File: src/rtl/ps2_scansw.sv
// ps2_scansw: PS/2 set-2 keyboard front end producing the 21-bit scanSW key-state vector.
//
// Raw PS2_CLK/PS2_DATA are synchronised, the clock is glitch-filtered, and 11-bit frames
// (start, D0..D7, odd parity, stop) are received on filtered falling edges. Accepted bytes
// drive a prefix decoder (E0/F0/E1) that updates held bits and the F2 rotate toggle (bit 9).
//
// Ports:
//   CLK_12M    in   1   system clock, 12 MHz
//   RESET      in   1   asynchronous, active-high reset
//   PS2_CLK    in   1   raw keyboard clock (asynchronous)
//   PS2_DATA   in   1   raw keyboard data (asynchronous)
//   scanSW     out  21  key state, 1 = pressed/on
//   scan_valid out  1   one-cycle pulse per accepted byte
//   scan_code  out  8   last accepted byte
//   frame_err  out  1   one-cycle pulse on start/parity/stop error or partial-frame timeout
//
// Build option: define PS2_P2_KEYS_EN to decode the player-2 keys (bits 12, 14-20);
// otherwise those bits stay 0 and their codes are unmapped.

module ps2_scansw #(
   parameter int unsigned FILTER_LEN = 8,
   parameter int unsigned TIMEOUT    = 12000
) (
   input  logic        CLK_12M,
   input  logic        RESET,
   input  logic        PS2_CLK,
   input  logic        PS2_DATA,
   output logic [20:0] scanSW,
   output logic        scan_valid,
   output logic [7:0]  scan_code,
   output logic        frame_err
);

   localparam int unsigned FCW = $clog2(FILTER_LEN + 1);
   localparam int unsigned TW  = $clog2(TIMEOUT + 1);
   // Overrun keeps only the rotate toggle.
   localparam logic [20:0] SW_KEEP = 21'h000200;

   typedef enum logic [1:0] {StIdle, StExt, StBrk, StSkip} state_t;

   // ---------------------------------------------------------------- sync and filter
   logic [1:0]     r_clk_s;
   logic [1:0]     r_dat_s;
   logic           r_fclk;
   logic           r_fclk_q;
   logic [FCW-1:0] r_fcnt;
   logic           w_clk_sync;
   logic           w_dat;
   logic           w_fall;

   assign w_clk_sync = r_clk_s[1];
   assign w_dat      = r_dat_s[1];
   assign w_fall     = r_fclk_q & ~r_fclk;

   always_ff @(posedge CLK_12M or posedge RESET) begin
      if (RESET) begin
         r_clk_s  <= 2'b11;
         r_dat_s  <= 2'b11;
         r_fclk   <= 1'b1;
         r_fclk_q <= 1'b1;
         r_fcnt   <= '0;
      end else begin
         r_clk_s  <= {r_clk_s[0], PS2_CLK};
         r_dat_s  <= {r_dat_s[0], PS2_DATA};
         r_fclk_q <= r_fclk;
         // Filtered clock only follows after FILTER_LEN consecutive opposite samples.
         if (w_clk_sync != r_fclk) begin
            if (r_fcnt == FCW'(FILTER_LEN - 1)) begin
               r_fclk <= w_clk_sync;
               r_fcnt <= '0;
            end else begin
               r_fcnt <= r_fcnt + 1'b1;
            end
         end else begin
            r_fcnt <= '0;
         end
      end
   end

   // ---------------------------------------------------------------- frame receiver
   logic [3:0]    r_bitcnt;
   logic [7:0]    r_shift;
   logic          r_par;
   logic [TW-1:0] r_idle;
   logic          r_scan_valid;
   logic [7:0]    r_scan_code;
   logic          r_frame_err;

   always_ff @(posedge CLK_12M or posedge RESET) begin
      if (RESET) begin
         r_bitcnt     <= '0;
         r_shift      <= '0;
         r_par        <= 1'b0;
         r_idle       <= '0;
         r_scan_valid <= 1'b0;
         r_scan_code  <= '0;
         r_frame_err  <= 1'b0;
      end else begin
         r_scan_valid <= 1'b0;
         r_frame_err  <= 1'b0;
         if (w_fall) begin
            r_idle <= '0;
            if (r_bitcnt == 4'd0) begin
               if (!w_dat) r_bitcnt <= 4'd1;
               else        r_frame_err <= 1'b1;
            end else if (r_bitcnt <= 4'd8) begin
               r_shift  <= {w_dat, r_shift[7:1]};
               r_bitcnt <= r_bitcnt + 1'b1;
            end else if (r_bitcnt == 4'd9) begin
               r_par    <= w_dat;
               r_bitcnt <= 4'd10;
            end else begin
               r_bitcnt <= '0;
               // Odd parity: data plus parity bit must contain an odd number of ones.
               if (w_dat && (^{r_shift, r_par})) begin
                  r_scan_valid <= 1'b1;
                  r_scan_code  <= r_shift;
               end else begin
                  r_frame_err <= 1'b1;
               end
            end
         end else if (r_idle == TW'(TIMEOUT)) begin
            // Saturated idle counter: drop any partial frame, flag it only once.
            r_bitcnt <= '0;
            if (r_bitcnt != 4'd0) r_frame_err <= 1'b1;
         end else begin
            r_idle <= r_idle + 1'b1;
         end
      end
   end

   assign scan_valid = r_scan_valid;
   assign scan_code  = r_scan_code;
   assign frame_err  = r_frame_err;

   // ---------------------------------------------------------------- key map
   // Returns {hit, bit index}; the extended flag is part of the match.
   function automatic logic [5:0] key_lookup(input logic ext, input logic [7:0] code);
      logic [5:0] res;
      res = '0;
      case ({ext, code})
         9'h175:  res = {1'b1, 5'd0};
         9'h172:  res = {1'b1, 5'd1};
         9'h16B:  res = {1'b1, 5'd2};
         9'h174:  res = {1'b1, 5'd3};
         9'h014:  res = {1'b1, 5'd4};
         9'h011:  res = {1'b1, 5'd5};
         9'h004:  res = {1'b1, 5'd6};
         9'h00C:  res = {1'b1, 5'd7};
         9'h003:  res = {1'b1, 5'd8};
         9'h00B:  res = {1'b1, 5'd10};
         9'h016:  res = {1'b1, 5'd11};
         9'h02E:  res = {1'b1, 5'd13};
`ifdef PS2_P2_KEYS_EN
         9'h01E:  res = {1'b1, 5'd12};
         9'h02D:  res = {1'b1, 5'd14};
         9'h02B:  res = {1'b1, 5'd15};
         9'h023:  res = {1'b1, 5'd16};
         9'h034:  res = {1'b1, 5'd17};
         9'h01C:  res = {1'b1, 5'd18};
         9'h01B:  res = {1'b1, 5'd19};
         9'h036:  res = {1'b1, 5'd20};
`endif
         default: res = '0;
      endcase
      return res;
   endfunction

   // ---------------------------------------------------------------- decoder
   state_t      r_state;
   state_t      w_state_d;
   logic        r_ext;
   logic        w_ext_d;
   logic [2:0]  r_skip;
   logic [2:0]  w_skip_d;
   logic        r_f2_held;
   logic        w_f2_d;
   logic [20:0] r_sw;
   logic [20:0] w_sw_d;
   logic [5:0]  w_key;
   logic [20:0] w_key_mask;
   logic        w_make;

   assign w_key      = key_lookup(r_ext, r_scan_code);
   assign w_key_mask = w_key[5] ? (21'd1 << w_key[4:0]) : 21'd0;
   assign w_make     = (r_state != StBrk);

   always_ff @(posedge CLK_12M or posedge RESET) begin
      if (RESET) begin
         r_state   <= StIdle;
         r_ext     <= 1'b0;
         r_skip    <= '0;
         r_f2_held <= 1'b0;
         r_sw      <= '0;
      end else begin
         r_state   <= w_state_d;
         r_ext     <= w_ext_d;
         r_skip    <= w_skip_d;
         r_f2_held <= w_f2_d;
         r_sw      <= w_sw_d;
      end
   end

   always_comb begin
      w_state_d = r_state;
      w_ext_d   = r_ext;
      w_skip_d  = r_skip;
      w_f2_d    = r_f2_held;
      w_sw_d    = r_sw;
      if (r_frame_err) begin
         w_state_d = StIdle;
         w_ext_d   = 1'b0;
         w_skip_d  = '0;
      end else if (r_scan_valid) begin
         if (r_state == StSkip) begin
            w_skip_d = r_skip - 1'b1;
            if (r_skip == 3'd1) w_state_d = StIdle;
         end else begin
            case (r_scan_code)
               8'hE0: begin
                  w_state_d = StExt;
                  w_ext_d   = 1'b1;
               end
               8'hF0: w_state_d = StBrk;
               8'hE1: begin
                  w_state_d = StSkip;
                  w_skip_d  = 3'd7;
                  w_ext_d   = 1'b0;
               end
               8'h00, 8'hFF: begin
                  w_sw_d    = r_sw & SW_KEEP;
                  w_state_d = StIdle;
                  w_ext_d   = 1'b0;
               end
               8'hAA, 8'hFA, 8'hFE: begin
                  w_state_d = StIdle;
                  w_ext_d   = 1'b0;
               end
               default: begin
                  if (!r_ext && (r_scan_code == 8'h06)) begin
                     // F2 toggles rotate once per press; typematic repeats are ignored.
                     if (w_make) begin
                        if (!r_f2_held) w_sw_d[9] = ~r_sw[9];
                        w_f2_d = 1'b1;
                     end else begin
                        w_f2_d = 1'b0;
                     end
                  end else if (w_make) begin
                     w_sw_d = r_sw | w_key_mask;
                  end else begin
                     w_sw_d = r_sw & ~w_key_mask;
                  end
                  w_state_d = StIdle;
                  w_ext_d   = 1'b0;
               end
            endcase
         end
      end
   end

   assign scanSW = r_sw;

endmodule
File: config.mk
export PLATFORM = sky130hd
export DESIGN_NAME = ps2_scansw
export DESIGN_NICKNAME = d
export VERILOG_FILES = /design/src/rtl/ps2_scansw.sv
export SDC_FILE = /design/constraint.sdc
export NUM_CORES = 1
export LEC_CHECK = 0
export ABC_AREA = 1
export BUFFER_PORTS_ARGS = -buffer_cell sky130_fd_sc_hd__buf_2
export CORE_MARGIN = 2
export CORE_UTILIZATION = 61
export DETAILED_ROUTE_END_ITERATION = 8
export HOLD_SLACK_MARGIN = 0.05
export PLACE_DENSITY = 0.9
export SLEW_MARGIN = 40
export SYNTH_ARGS = -nofsm -noshare
export SYNTH_HDL_FRONTEND = slang
export SYNTH_SLANG_ARGS = --single-unit
File: constraint.sdc
create_clock -name CLK_12M -period 6.55 [get_ports CLK_12M]
set_input_delay 1.31 -clock CLK_12M [delete_from_list [all_inputs] [get_ports CLK_12M]]
set_output_delay 1.31 -clock CLK_12M [all_outputs]
set_load 0.01 [all_outputs]
==> results of run 1 <==
[cell type report]
class / instances / area (um^2) / area share (%)
clock buffer: 14 / 153 / 3.70
multi-input combinational: 357 / 1710 / 41.4
tap: 75 / 93.8 / 2.27
sequential: 70 / 1760 / 42.6
inverter: 61 / 229 / 5.55
clock inverter: 2 / 10.0 / 0.243
timing repair buffer: 31 / 173 / 4.19
[sequential cells by signal, summed over array words and instances (netlist names), 2 cells and up]
name / cells
r_bitcnt: 4
r_fcnt: 4
r_clk_s: 2
r_skip: 3
r_state: 2
scanSW: 16
scan_code: 8
r_dat_s: 2
r_shift: 8
r_idle: 14
[report_power, final]
part / total [mW] / switching, mW / internal, mW / leakage (nW)
logic: 0.222 / 0.148 / 0.0742 / 1.00
registers: 0.533 / 0.0464 / 0.487 / 0.939
clock network: 0.301 / 0.153 / 0.147 / 0.0844
total: 1.06 / 0.348 / 0.709 / 2.02
[through the flow]
| stage | area (um^2) | std cells | utilization [%] |
|---|---|---|---|
| 6_report | 4130 | 610 | 69.3 |
| 5_1_grt | 4130 | 610 | 69.3 |
| 4_1_cts | 4120 | 610 | 69.2 |
| 3_5_place_dp | 3960 | 594 | 66.5 |
| 3_3_place_gp | 3940 | 593 | 66.2 |
| 2_1_floorplan | 3780 | 501 | - |
[cell usage after synthesis, types with 2 or more instances]
master / count / area, um^2
sky130_fd_sc_hd__o21a_1: 3 / 22.5
sky130_fd_sc_hd__xor2_1: 3 / 26.3
sky130_fd_sc_hd__nor4_1: 3 / 18.8
sky130_fd_sc_hd__inv_2: 4 / 15.0
sky130_fd_sc_hd__o21ai_0: 45 / 225
sky130_fd_sc_hd__buf_6: 2 / 22.5
sky130_fd_sc_hd__nand4_1: 6 / 37.5
sky130_fd_sc_hd__nand2_1: 153 / 574
sky130_fd_sc_hd__nand3_1: 24 / 120
sky130_fd_sc_hd__o21ai_1: 15 / 75.1
sky130_fd_sc_hd__nor3_2: 3 / 30.0
sky130_fd_sc_hd__ha_1: 8 / 100
sky130_fd_sc_hd__buf_2: 3 / 15.0
sky130_fd_sc_hd__dfstp_2: 6 / 158
sky130_fd_sc_hd__buf_4: 5 / 37.5
sky130_fd_sc_hd__nand3b_1: 2 / 15.0
sky130_fd_sc_hd__clkbuf_1: 3 / 11.3
sky130_fd_sc_hd__inv_1: 56 / 210
sky130_fd_sc_hd__nor3_1: 12 / 60.1
sky130_fd_sc_hd__a21oi_1: 11 / 55.1
sky130_fd_sc_hd__nor2_1: 48 / 180
sky130_fd_sc_hd__dfrtp_1: 64 / 1600
[cell families (layout without fill, tap and decap cells)]
kind of cell,after synthesis,in the layout
fa+ha+maj,8,8
compound gates,80,80
other cells,1,5
buf+inv,74,108
simple gates,259,259
mux,1,1
xor+xnor,4,4
flops,70,70
[how the worst min path moves through the flow]
stage | from | end | slack (ps) | cells past startpoint
6_report | r_clk_s[0] | r_clk_s[1] | 360 | 0
5_1_grt | r_clk_s[0] | r_clk_s[1] | 370 | 0
4_1_cts | r_clk_s[0] | r_clk_s[1] | 360 | 0
3_5_place_dp | r_clk_s[0] | r_clk_s[1] | 350 | 0
3_3_place_gp | r_dat_s[0] | r_dat_s[1] | 350 | 0
2_1_floorplan | r_clk_s[0] | r_clk_s[1] | 350 | 0
[routing by layer]
metal,vias up,share of wire [%]
li1,1653,-
met1,1583,43
met2,89,50
met3,21,4.3
met4,0,2.4
met5,-,0
==> results.sh, run 1 <==
export IMPL_combinational_family_with_the_most_area_after_synthesis="simple AND/OR/NAND/NOR gates"
export IMPL_finalSetupViolCount=0
export IMPL_route_detailed_drc=0
export IMPL_yosys_area_share_xor_xnor_pct=0.931
export IMPL_skew_ps=6.75
export IMPL_layout_common_cells="153 x sky130_fd_sc_hd__nand2_1, 64 x sky130_fd_sc_hd__dfrtp_1, 55 x sky130_fd_sc_hd__inv_1, 47 x sky130_fd_sc_hd__nor2_1, 45 x sky130_fd_sc_hd__o21ai_0"
export IMPL_cts_resized_gates=0
export IMPL_place_gp_congestion=0.970
export IMPL_crit_path_end="scan_code[4]"
export IMPL_syn_cell_area_mm2=0.00376
export IMPL_root_buffer="sky130_fd_sc_hd__clkbuf_8"
export IMPL_mostFrequentLayoutCell="sky130_fd_sc_hd__nand2_1"
export IMPL_antenna_found_initial=0
export IMPL_yosys_register_bits=70
export IMPL_ir_worst_vdd_v=0.000207
export IMPL_clock_pin_slew_of_the_registers_on_the_worst_case_setup_and_hold_paths_ps=70
export IMPL_run_status="complete, no violations"
export IMPL_area_delta_synth_final_pct=9.57
export IMPL_wl_mm=7.76
export IMPL_maxClockFrequency_ghz=0.430
export IMPL_clock_latency_ps=340
export IMPL_post_drt_via_cell_ratio=5.49
export IMPL_post_synth_and_or_nand_nor_area_fraction_pct=29.5
export IMPL_floorplan_die_area_mm2=0.00682
export IMPL_r2r_start="r_fclk_q"
export IMPL_ys_types=40
export IMPL_post_route_worst_setup_slack_ps=4220
export IMPL_grt_first_pass_wirelength_mm=13.2
export IMPL_cp_arrival_ps=1020
export IMPL_first_global_vias=3213
export IMPL_seq_area_frac_synth_pct=46.7
export IMPL_die_height_um=82.6
export IMPL_groute_usage_overall_pct=25.1
export IMPL_design_power_total_mw=1.06
export IMPL_async_flop_share_pct=100
export IMPL_timing_worst_setup_path_type="flip-flop to primary output"
export IMPL_cp_top_family="flip-flops"
export IMPL_tightest_slew_ps=784
export IMPL_path_cells="buf_2"
export IMPL_reg2reg_slack_ps=4410
export IMPL_gr_usage_met2_pct=45.1
export IMPL_ioPinCount=35
export IMPL_post_synth_mux_area_share_pct=0.299
export IMPL_min_delay_path_class="flip-flop to flip-flop"
export IMPL_worst_hold_slack_ps=356
export IMPL_cts_h_tree_depth=3
export IMPL_routed_wire_length_per_instance_um=12.7
export IMPL_fin_nets=542
export IMPL_critical_path_cell_count=1
export IMPL_start_util_pct=63.2
export IMPL_cp_startpoint="scan_code[4]"
export IMPL_worst_path_max_delay_cell="sky130_fd_sc_hd__dfrtp_1"
export IMPL_grt_setup_unrepaired="no"
export IMPL_cts_hold_buffers=0
export IMPL_syn_avg_cell_area_um2=7.58
export IMPL_grt_util_met1_pct=28.8
export IMPL_row_count=28
export IMPL_inserted_diodes=0
export IMPL_drive_gt1_share_pct=12.3
export IMPL_gr_total_overflow=0
export IMPL_drtPass1Iterations=4
export IMPL_synth_flop_cell="sky130_fd_sc_hd__dfrtp_1"
export IMPL_cp_slowest_stage_delay_ps=480
export IMPL_grt_start_max_net_pins=42
export IMPL_die_x_um=82.6
export IMPL_detailedRoute_firstIterationViolations=234
export IMPL_synth_warnings=0
export IMPL_synth_edf_count=0
export IMPL_post_cts_repair_setup_buffers=0
export IMPL_cp_max_fo=7
export IMPL_maxSlewHeadroom_pct=47.5
export IMPL_synth_fa_ha_area_share_pct=2.66
export IMPL_final_antenna_net_count=0
export IMPL_drv_cap=0
export IMPL_grt_busiest_layer="met2"
export IMPL_timing_hold_violations_final=0
export IMPL_crit_required_ps=5240
export IMPL_synth_compound_gate_area_share_pct=11.4
export IMPL_n_fill_cell=471
export IMPL_vias=3346
export IMPL_cp_num_buf_inv=1
export IMPL_worst_setup_path_start_kind="flip-flop"
export IMPL_port_buffers=29
export IMPL_cts_max_path_buffers=2
export IMPL_rr_endpoint="scan_code[4]"
export IMPL_numClockSinks=70
export IMPL_final_max_slew_violation_count=0
export IMPL_coreArea_mm2=0.00596
export IMPL_power_density_mw_per_mm2=256
export IMPL_dp_worst_setup_slack_ps=4480
export IMPL_post_route_min_period_ps=2330
export IMPL_setup_tns_final_ps=0
export IMPL_p_leak_nw=2.02
export IMPL_ff2ff_path_depth=7
export IMPL_tritoncts="done"
export IMPL_gr_usage_met3_pct=4.46
export IMPL_cts_buffers_inserted=9
export IMPL_syn_instance_count=497
export IMPL_crit_path_end_kind="primary output"
export IMPL_finalCritPeriodShare_pct=35.5
export IMPL_dp_hpwl_mm=5.65
No activity file was read; power rests on OpenSTA's default activity.
==> run 2, diff against run 1 <==
--- a/config.mk
+++ b/config.mk
@@ -5,13 +5,13 @@
 export SDC_FILE = /design/constraint.sdc
 export NUM_CORES = 1
 export LEC_CHECK = 0
-export ABC_AREA = 1
+export ABC_AREA = 0
 export BUFFER_PORTS_ARGS = -buffer_cell sky130_fd_sc_hd__buf_2
 export CORE_MARGIN = 2
-export CORE_UTILIZATION = 61
+export CORE_UTILIZATION = 59
 export DETAILED_ROUTE_END_ITERATION = 8
 export HOLD_SLACK_MARGIN = 0.05
-export PLACE_DENSITY = 0.9
+export PLACE_DENSITY = 0.88
 export SLEW_MARGIN = 40
 export SYNTH_ARGS = -nofsm -noshare
 export SYNTH_HDL_FRONTEND = slang
==> constraint.sdc (replaced) <==
create_clock -name CLK_12M -period 2.2 [get_ports CLK_12M]
set_input_delay 0.44 -clock CLK_12M [delete_from_list [all_inputs] [get_ports CLK_12M]]
set_output_delay 0.44 -clock CLK_12M [all_outputs]
set_load 0.01 [all_outputs]
==> run 2 against run 1 <==
Net effect:
- first-iteration DRC count is 62% lower
- power increased to 3.1 times the previous value
- sequential power increased to 2.9 times the previous value
- combinational power rose to 2.7 times the previous value
- via count decreased by 24%
- non-clock buffer count is 15 higher
- sequential share of layout area rose by 1.5 points
- synthesized area decreased by 8.1%
- critical endpoint is now scanSW[4]
- largest power group unchanged
==> results.sh, run 2 <==
export IMPL_run_status="complete, no violations"
export IMPL_p_leak_nw=1.92
export IMPL_switching_share_pct=29.9
export IMPL_r2r_start="scan_code[7]"
export IMPL_final_antenna_net_count=0
export IMPL_fin_cells=456
export IMPL_power_density_mw_per_mm2=816
export IMPL_setup_tns_final_ps=0
export IMPL_cts_resized_gates=0
export IMPL_inserted_diodes=0
export IMPL_finalSetupViolCount=0
export IMPL_grt_setup_unrepaired="no"
export IMPL_ff2ff_path_depth=5
export IMPL_area_delta_synth_final_pct=15.0
export IMPL_skew_ps=8.10
export IMPL_ir_worst_vdd_v=0.000594
export IMPL_maxSlewHeadroom_pct=52.7
export IMPL_post_route_min_period_ps=2000
export IMPL_final_max_slew_violation_count=0
export IMPL_vias=2543
export IMPL_crit_path_end_kind="flip-flop"
export IMPL_net_switching_power_mw=0.972
export IMPL_place_gp_congestion=0.877
export IMPL_syn_cell_area_mm2=0.00346
export IMPL_n_fill_cell=419
export IMPL_pwr_share_seq_pct=48.2
export IMPL_antenna_found_initial=0
export IMPL_port_buffers=29
export IMPL_numClockSinks=70
export IMPL_cp_slowest_stage_delay_ps=470
export IMPL_die_height_um=80.6
export IMPL_synth_edf_count=0
export IMPL_gr_total_overflow=0
export IMPL_dp_hpwl_mm=4.50
export IMPL_clkPwrFrac_pct=33.1
export IMPL_min_delay_path_class="input pin to async pin"
export IMPL_cts_buffers_inserted=9
export IMPL_clock_latency_ps=350
export IMPL_cp_arrival_ps=2270
export IMPL_syn_instance_count=335
export IMPL_detailedRoute_firstIterationViolations=90
export IMPL_crit_required_ps=2470
export IMPL_synth_largest_area_cell="sky130_fd_sc_hd__dfrtp_1"
export IMPL_synthDominantCellAreaShare_pct=46.3
export IMPL_syn_avg_cell_area_um2=10.3
export IMPL_cts_h_tree_depth=3
export IMPL_mostFrequentLayoutCell="sky130_fd_sc_hd__dfrtp_1"
export IMPL_largest_register_ffs=16
export IMPL_highest_layer="met4"
export IMPL_synth_warnings=0
export IMPL_ioPinCount=35
export IMPL_regArea_mm2=0.00176
export IMPL_timing_worst_setup_path_type="flip-flop to flip-flop"
export IMPL_first_global_vias=2523
export IMPL_row_count=27
export IMPL_cts_max_path_buffers=2
export IMPL_groute_usage_overall_pct=22.4
export IMPL_die_x_um=80.6
export IMPL_timing_hold_violations_final=0
export IMPL_crit_path_end="scanSW[4]"
export IMPL_maxClockFrequency_ghz=0.499
export IMPL_start_util_pct=62.1
export IMPL_ys_top_cells_by_count="64 x sky130_fd_sc_hd__dfrtp_1, 31 x sky130_fd_sc_hd__nor2_1, 22 x sky130_fd_sc_hd__inv_1, 20 x sky130_fd_sc_hd__nand2_1, 19 x sky130_fd_sc_hd__a21oi_1"
export IMPL_clock_pin_slew_of_the_registers_on_the_worst_case_setup_and_hold_paths_ps=70
export IMPL_async_flop_share_pct=100
export IMPL_post_drt_via_cell_ratio=5.58
export IMPL_power_frac_comb_pct=18.7
export IMPL_cp_max_fo=11
export IMPL_seq_area_frac_synth_pct=50.8
export IMPL_wl_mm=6.45
export IMPL_tritoncts="done"
export IMPL_ys_types=50
export IMPL_synth_flop_cell="sky130_fd_sc_hd__dfrtp_1"
export IMPL_grt_first_pass_wirelength_mm=11.2
export IMPL_wl_on_met1_mm=2.79
export IMPL_drive_gt1_share_pct=24.5
export IMPL_post_cts_repair_setup_buffers=0
export IMPL_drtPass1Iterations=4
export IMPL_tightest_slew_ps=707
export IMPL_reg2reg_slack_ps=200
export IMPL_internal_power_mw=2.28
export IMPL_yosys_register_bits=70
export IMPL_drv_cap=0
export IMPL_worst_path_max_delay_cell="sky130_fd_sc_hd__dfrtp_1"
export IMPL_route_detailed_drc=0
export IMPL_place_detailed_instances=439
export IMPL_rr_endpoint="scanSW[4]"
export IMPL_path_cells="and3_1 > a211oi_1 > a21bo_2 > or2_2 > o22ai_1"
export IMPL_finalCritPeriodShare_pct=91.1
export IMPL_grt_start_max_net_pins=52
export IMPL_coreArea_mm2=0.00557
export IMPL_routed_wire_length_per_instance_um=14.1
export IMPL_cp_startpoint="scan_code[7]"
export IMPL_multi_input_comb_area_mm2=0.00154
export IMPL_routed_wl_met2_mm=3.24
export IMPL_fin_nets=391
export IMPL_routed_wl_met3_um=261
export IMPL_layout_common_cells="64 x sky130_fd_sc_hd__dfrtp_1, 31 x sky130_fd_sc_hd__nor2_1, 29 x sky130_fd_sc_hd__buf_2, 21 x sky130_fd_sc_hd__inv_1, 20 x sky130_fd_sc_hd__nand2_1"
export IMPL_ys_top_cells_by_area="sky130_fd_sc_hd__dfrtp_1 46%, sky130_fd_sc_hd__mux2_2 5.2%, sky130_fd_sc_hd__dfstp_2 4.6%"
export IMPL_worst_setup_path_start_kind="flip-flop"
export IMPL_root_buffer="sky130_fd_sc_hd__clkbuf_8"
export IMPL_design_power_total_mw=3.25
export IMPL_yosys_cell_count_top_type="sky130_fd_sc_hd__dfrtp_1"
export IMPL_cts_hold_buffers=0
export IMPL_floorplan_die_area_mm2=0.00649
[run 2: cell types whose count changed in the layout (fill, tap and decap cells not counted), moves of 9 or more]
cell and delta:
sky130_fd_sc_hd__buf_4 +14, sky130_fd_sc_hd__inv_1 -34, sky130_fd_sc_hd__mux2_2 +15, sky130_fd_sc_hd__nand2_1 -133, sky130_fd_sc_hd__nand3_1 -12, sky130_fd_sc_hd__nor2_1 -16, sky130_fd_sc_hd__nor2b_1 +9, sky130_fd_sc_hd__o21ai_0 -38
sky130_fd_sc_hd__o21ai_1 -15, sky130_fd_sc_hd__o22ai_1 +12, sky130_fd_sc_hd__xor2_1 +9
[run 2: metrics by stage]
stage / instance area (um^2) / utilization (%) / hold slack (ps) / setup WS, ps
after floorplan: 3480 / - / 345 / 1.72
after global placement: 3750 / 67.3 / 346 / 250
after detailed placement: 3750 / 67.3 / 351 / 186
after CTS: 3960 / 71.1 / 81.2 / 129
after global routing: 3980 / 71.4 / 126 / 51.4
final: 3980 / 71.4 / 79.2 / 196
[run 2: area by class of cell]
type                    instances  share of cell area, %
clock inverters                 5                   1.45
well taps                      72                   2.26
clock buffers                  11                   3.80
inverters                      22                   2.07
multi-input cells             230                   38.7
repair buffers                 46                   7.48
flip-flops and latches         70                   44.2
[run 2: cell families after synthesis]
logic type,after synthesis,share of synthesized area (%)
adders and majority gates,9,3.18
other,1,0.108
DFF,70,50.8
and+or+nand+nor,123,19.5
AOI/OAI and AO/OA,55,10.2
buffers and inverters,39,5.03
xor gates and xnor gates,22,5.97
muxes,16,5.21
[run 2: power groups by stage]
| stage | Clock, mW | Combinational, mW | Sequential (mW) |
|---|---|---|---|
| floorplan | 0 | 0.478 | 1.55 |
| global placement | 0 | 0.568 | 1.58 |
| detailed placement | 0 | 0.590 | 1.59 |
| CTS | 1.10 | 0.599 | 1.56 |
| global route | 1.15 | 0.691 | 1.59 |
| finish | 1.07 | 0.609 | 1.57 |
[run 2: per-layer routing]
| metal | global-route usage, % | vias up |
|---|---|---|
| met5 | 0 | - |
| met4 | 10.2 | 0 |
| met3 | 4.16 | 14 |
| met2 | 38.8 | 59 |
| met1 | 26.9 | 1220 |
| li1 | - | 1250 |
[run 2: critical path: cells and delay by family, from the launching register on]
family | cells | cell delay (ps)
AOI/OAI and AO/OA | 3 | 820
DFF | 1 | 470
and+or+nand+nor | 2 | 630
[run 2: worst min-delay path by stage]
stage | to | cells past startpoint | slack (ps)
floorplan | r_clk_s[1] | 0 | 350
global placement | r_dat_s[1] | 0 | 350
detailed placement | r_clk_s[1] | 0 | 350
CTS | r_fcnt[1] | 2 | 80
global route | r_bitcnt[3] | 2 | 130
finish | r_fcnt[1] | 2 | 80
==> run 3, diff against run 2 <==
--- a/config.mk
+++ b/config.mk
@@ -6,12 +6,12 @@
 export NUM_CORES = 1
 export LEC_CHECK = 0
 export ABC_AREA = 0
-export BUFFER_PORTS_ARGS = -buffer_cell sky130_fd_sc_hd__buf_2
 export CORE_MARGIN = 2
-export CORE_UTILIZATION = 59
+export CORE_UTILIZATION = 61
 export DETAILED_ROUTE_END_ITERATION = 8
+export DONT_BUFFER_PORTS = 1
 export HOLD_SLACK_MARGIN = 0.05
-export PLACE_DENSITY = 0.88
+export PLACE_DENSITY = 0.85
 export SLEW_MARGIN = 40
 export SYNTH_ARGS = -nofsm -noshare
 export SYNTH_HDL_FRONTEND = slang
==> constraint.sdc (replaced) <==
create_clock -name CLK_12M -period 1.9 [get_ports CLK_12M]
set_input_delay 0.38 -clock CLK_12M [delete_from_list [all_inputs] [get_ports CLK_12M]]
set_output_delay 0.38 -clock CLK_12M [all_outputs]
set_load 0.01 [all_outputs]
==> run 3 against run 2 <==
Net effect:
- the run now ends with negative setup slack left
- cell count decreased by 0.22%
- count of clock-buffer cells in the layout increased by 3
- clock power increased by 6%
- fmax increased by 0.65%
- flip-flop and latch count unchanged
- clock skew increased by 1.2 ps
- critical endpoint is now scan_code[4]
==> results.sh, run 3 (synthesis gave the netlist of run 2 again) <==
export IMPL_hold_path_startpoint="r_dat_s[0]"
export IMPL_cp_slowest_stage_delay_ps=440
export IMPL_maxClockFrequency_ghz=0.502
export IMPL_port_buffers=0
export IMPL_n_fill_cell=376
export IMPL_place_gp_congestion=0.915
export IMPL_cp_arrival_ps=2210
export IMPL_final_max_slew_violation_count=0
export IMPL_die_height_um=79.3
export IMPL_detailedRoute_firstIterationViolations=183
export IMPL_layout_common_cells="63 x sky130_fd_sc_hd__dfrtp_1, 33 x sky130_fd_sc_hd__buf_4, 30 x sky130_fd_sc_hd__nor2_1, 21 x sky130_fd_sc_hd__inv_1, 20 x sky130_fd_sc_hd__nand2_1"
export IMPL_die_x_um=79.3
export IMPL_coreArea_mm2=0.00551
export IMPL_mostFrequentLayoutCell="sky130_fd_sc_hd__dfrtp_1"
export IMPL_drv_cap=0
export IMPL_cp_top_family="XOR/XNOR gates"
export IMPL_floorplan_die_area_mm2=0.00629
export IMPL_hold_depth=0
export IMPL_finalCritPeriodShare_pct=105
export IMPL_finalSetupViolCount=10
export IMPL_cp_num_buf_inv=1
export IMPL_crit_required_ps=2120
export IMPL_start_util_pct=62.8
export IMPL_inserted_diodes=0
export IMPL_dp_worst_setup_slack_ps=-122
export IMPL_ff2ff_path_depth=6
export IMPL_fin_nets=390
export IMPL_ioPinCount=35
export IMPL_post_route_worst_setup_slack_ps=-90.7
export IMPL_ir_worst_vdd_v=0.000855
export IMPL_wl_mm=7.10
export IMPL_route_detailed_drc=0
export IMPL_root_buffer="sky130_fd_sc_hd__clkbuf_8"
export IMPL_worst_hold_slack_ps=357
export IMPL_crit_path_end_kind="flip-flop"
export IMPL_path_cells="xor2_1 > xnor3_1 > xnor2_1 > nor4_4 > buf_6 > mux2_2"
export IMPL_reg2reg_slack_ps=-90
export IMPL_row_count=27
export IMPL_drtPass1Iterations=4
export IMPL_cts_buffers_inserted=9
export IMPL_skew_ps=9.34
export IMPL_first_global_vias=2678
export IMPL_antenna_found_initial=0
export IMPL_clock_latency_ps=340
export IMPL_routed_wire_length_per_instance_um=15.6
export IMPL_final_core_utilization_pct=74.9
export IMPL_largest_register_ffs=16
export IMPL_run_status="finished, violations left"
export IMPL_tritoncts="done"
export IMPL_p_leak_nw=1.92
export IMPL_holdPathEnd="r_dat_s[1]"
export IMPL_drive_gt1_share_pct=25.3
export IMPL_worst_setup_path_start_kind="flip-flop"
export IMPL_cp_max_fo=9
export IMPL_clock_pin_slew_of_the_registers_on_the_worst_case_setup_and_hold_paths_ps=70
export IMPL_vias=2600
export IMPL_dp_hpwl_mm=4.89
export IMPL_post_drt_via_cell_ratio=5.71
export IMPL_final_antenna_net_count=0
export IMPL_cts_h_tree_depth=3
export IMPL_gr_total_overflow=0
export IMPL_grt_setup_unrepaired="yes"
export IMPL_grt_first_pass_wirelength_mm=11.6
export IMPL_area_delta_synth_final_pct=19.2
export IMPL_violations="negative setup slack"
export IMPL_grt_start_max_net_pins=30
export IMPL_tightest_slew_ps=561
export IMPL_rr_endpoint="scan_code[4]"
export IMPL_timing_worst_setup_path_type="flip-flop to flip-flop"
export IMPL_min_delay_path_class="flip-flop to flip-flop"
export IMPL_r2r_start="r_shift[2]"
export IMPL_power_density_mw_per_mm2=896
export IMPL_post_route_min_period_ps=1990
export IMPL_worst_path_max_delay_cell="sky130_fd_sc_hd__xnor3_1"
export IMPL_groute_usage_overall_pct=23.8
export IMPL_timing_hold_violations_final=0
export IMPL_cts_max_path_buffers=2
export IMPL_maxSlewHeadroom_pct=62.5
export IMPL_numClockSinks=70
[run 3: cell types whose count changed in the layout (fill, tap and decap cells not counted), moves of 3 or more]
cell	previous run	this run
sky130_fd_sc_hd__a21oi_1	19	15
sky130_fd_sc_hd__buf_6	0	5
sky130_fd_sc_hd__buf_2	29	2
sky130_fd_sc_hd__dlygate4sd3_1	0	3
sky130_fd_sc_hd__a21oi_2	0	3
sky130_fd_sc_hd__buf_4	15	33
sky130_fd_sc_hd__clkbuf_1	0	5
[run 3: worst max-delay path by stage]
stage	start	end	slack, ps	cells past startpoint
floorplan	r_shift[2]	scan_code[0]	-70	5
global placement	r_shift[2]	scan_code[2]	-5	6
detailed placement	r_shift[2]	scan_code[3]	-120	6
CTS	r_shift[2]	scan_code[3]	-100	6
global route	r_shift[2]	scan_code[3]	-190	6
finish	r_shift[2]	scan_code[4]	-90	6
[run 3: layer usage]
metal  share of wire (%)  wire length, um  global-route usage [%]
met1                  39             2790                    24.8
met2                  55             3870                    45.3
met3                 3.8              269                    5.00
met4                 2.4              168                    10.7
met5                   0                0                       0
[run 3: cell type report]
class                      instances  area [um^2]  share of cell area [%]
multi-input combinational        230         1630                    39.4
clock buffer                      14          143                    3.46
timing repair buffer              45          384                    9.31
inverter                          22         86.3                    2.09
sequential                        70         1760                    42.7
tap                               72         90.1                    2.18
clock inverter                     2         35.0                   0.850
[run 3: power by group]
group	total [mW]	leakage [nW]	switching, mW	internal, mW
sequential	1.79	0.941	0.141	1.65
combinational	0.770	0.888	0.424	0.346
clock	1.13	0.0887	0.523	0.608
total	3.70	1.92	1.09	2.61
[run 3: what timing repair did]
action	in CTS	in global routing
setup endpoints to repair	17	35
hold buffers	3	0
gates resized for setup	4	18
hold endpoints to repair	20	0
setup buffers	0	2
pin swaps	0	6
cloned	0	2
[run 3: worst reg2reg max path, delay by kind of cell (launching register included)]
kind / cells / cell delay [ps]
AND/OR/NAND/NOR: 1 / 160
buffers and inverters: 1 / 180
multiplexers: 1 / 340
flip-flops: 1 / 400
XOR/XNOR: 3 / 810
[run 3: stage by stage]
stage                     setup TNS (ps)  power, mW  cells  instance area [um^2]
after global placement             -30.6       2.53    432                  3790
after detailed placement            -897       2.59    432                  3790
final                               -668       3.70    455                  4120
after floorplan                     -542       2.36    339                  3480
after CTS                           -765       3.73    451                  4020
after global routing               -2570       3.90    455                  4120
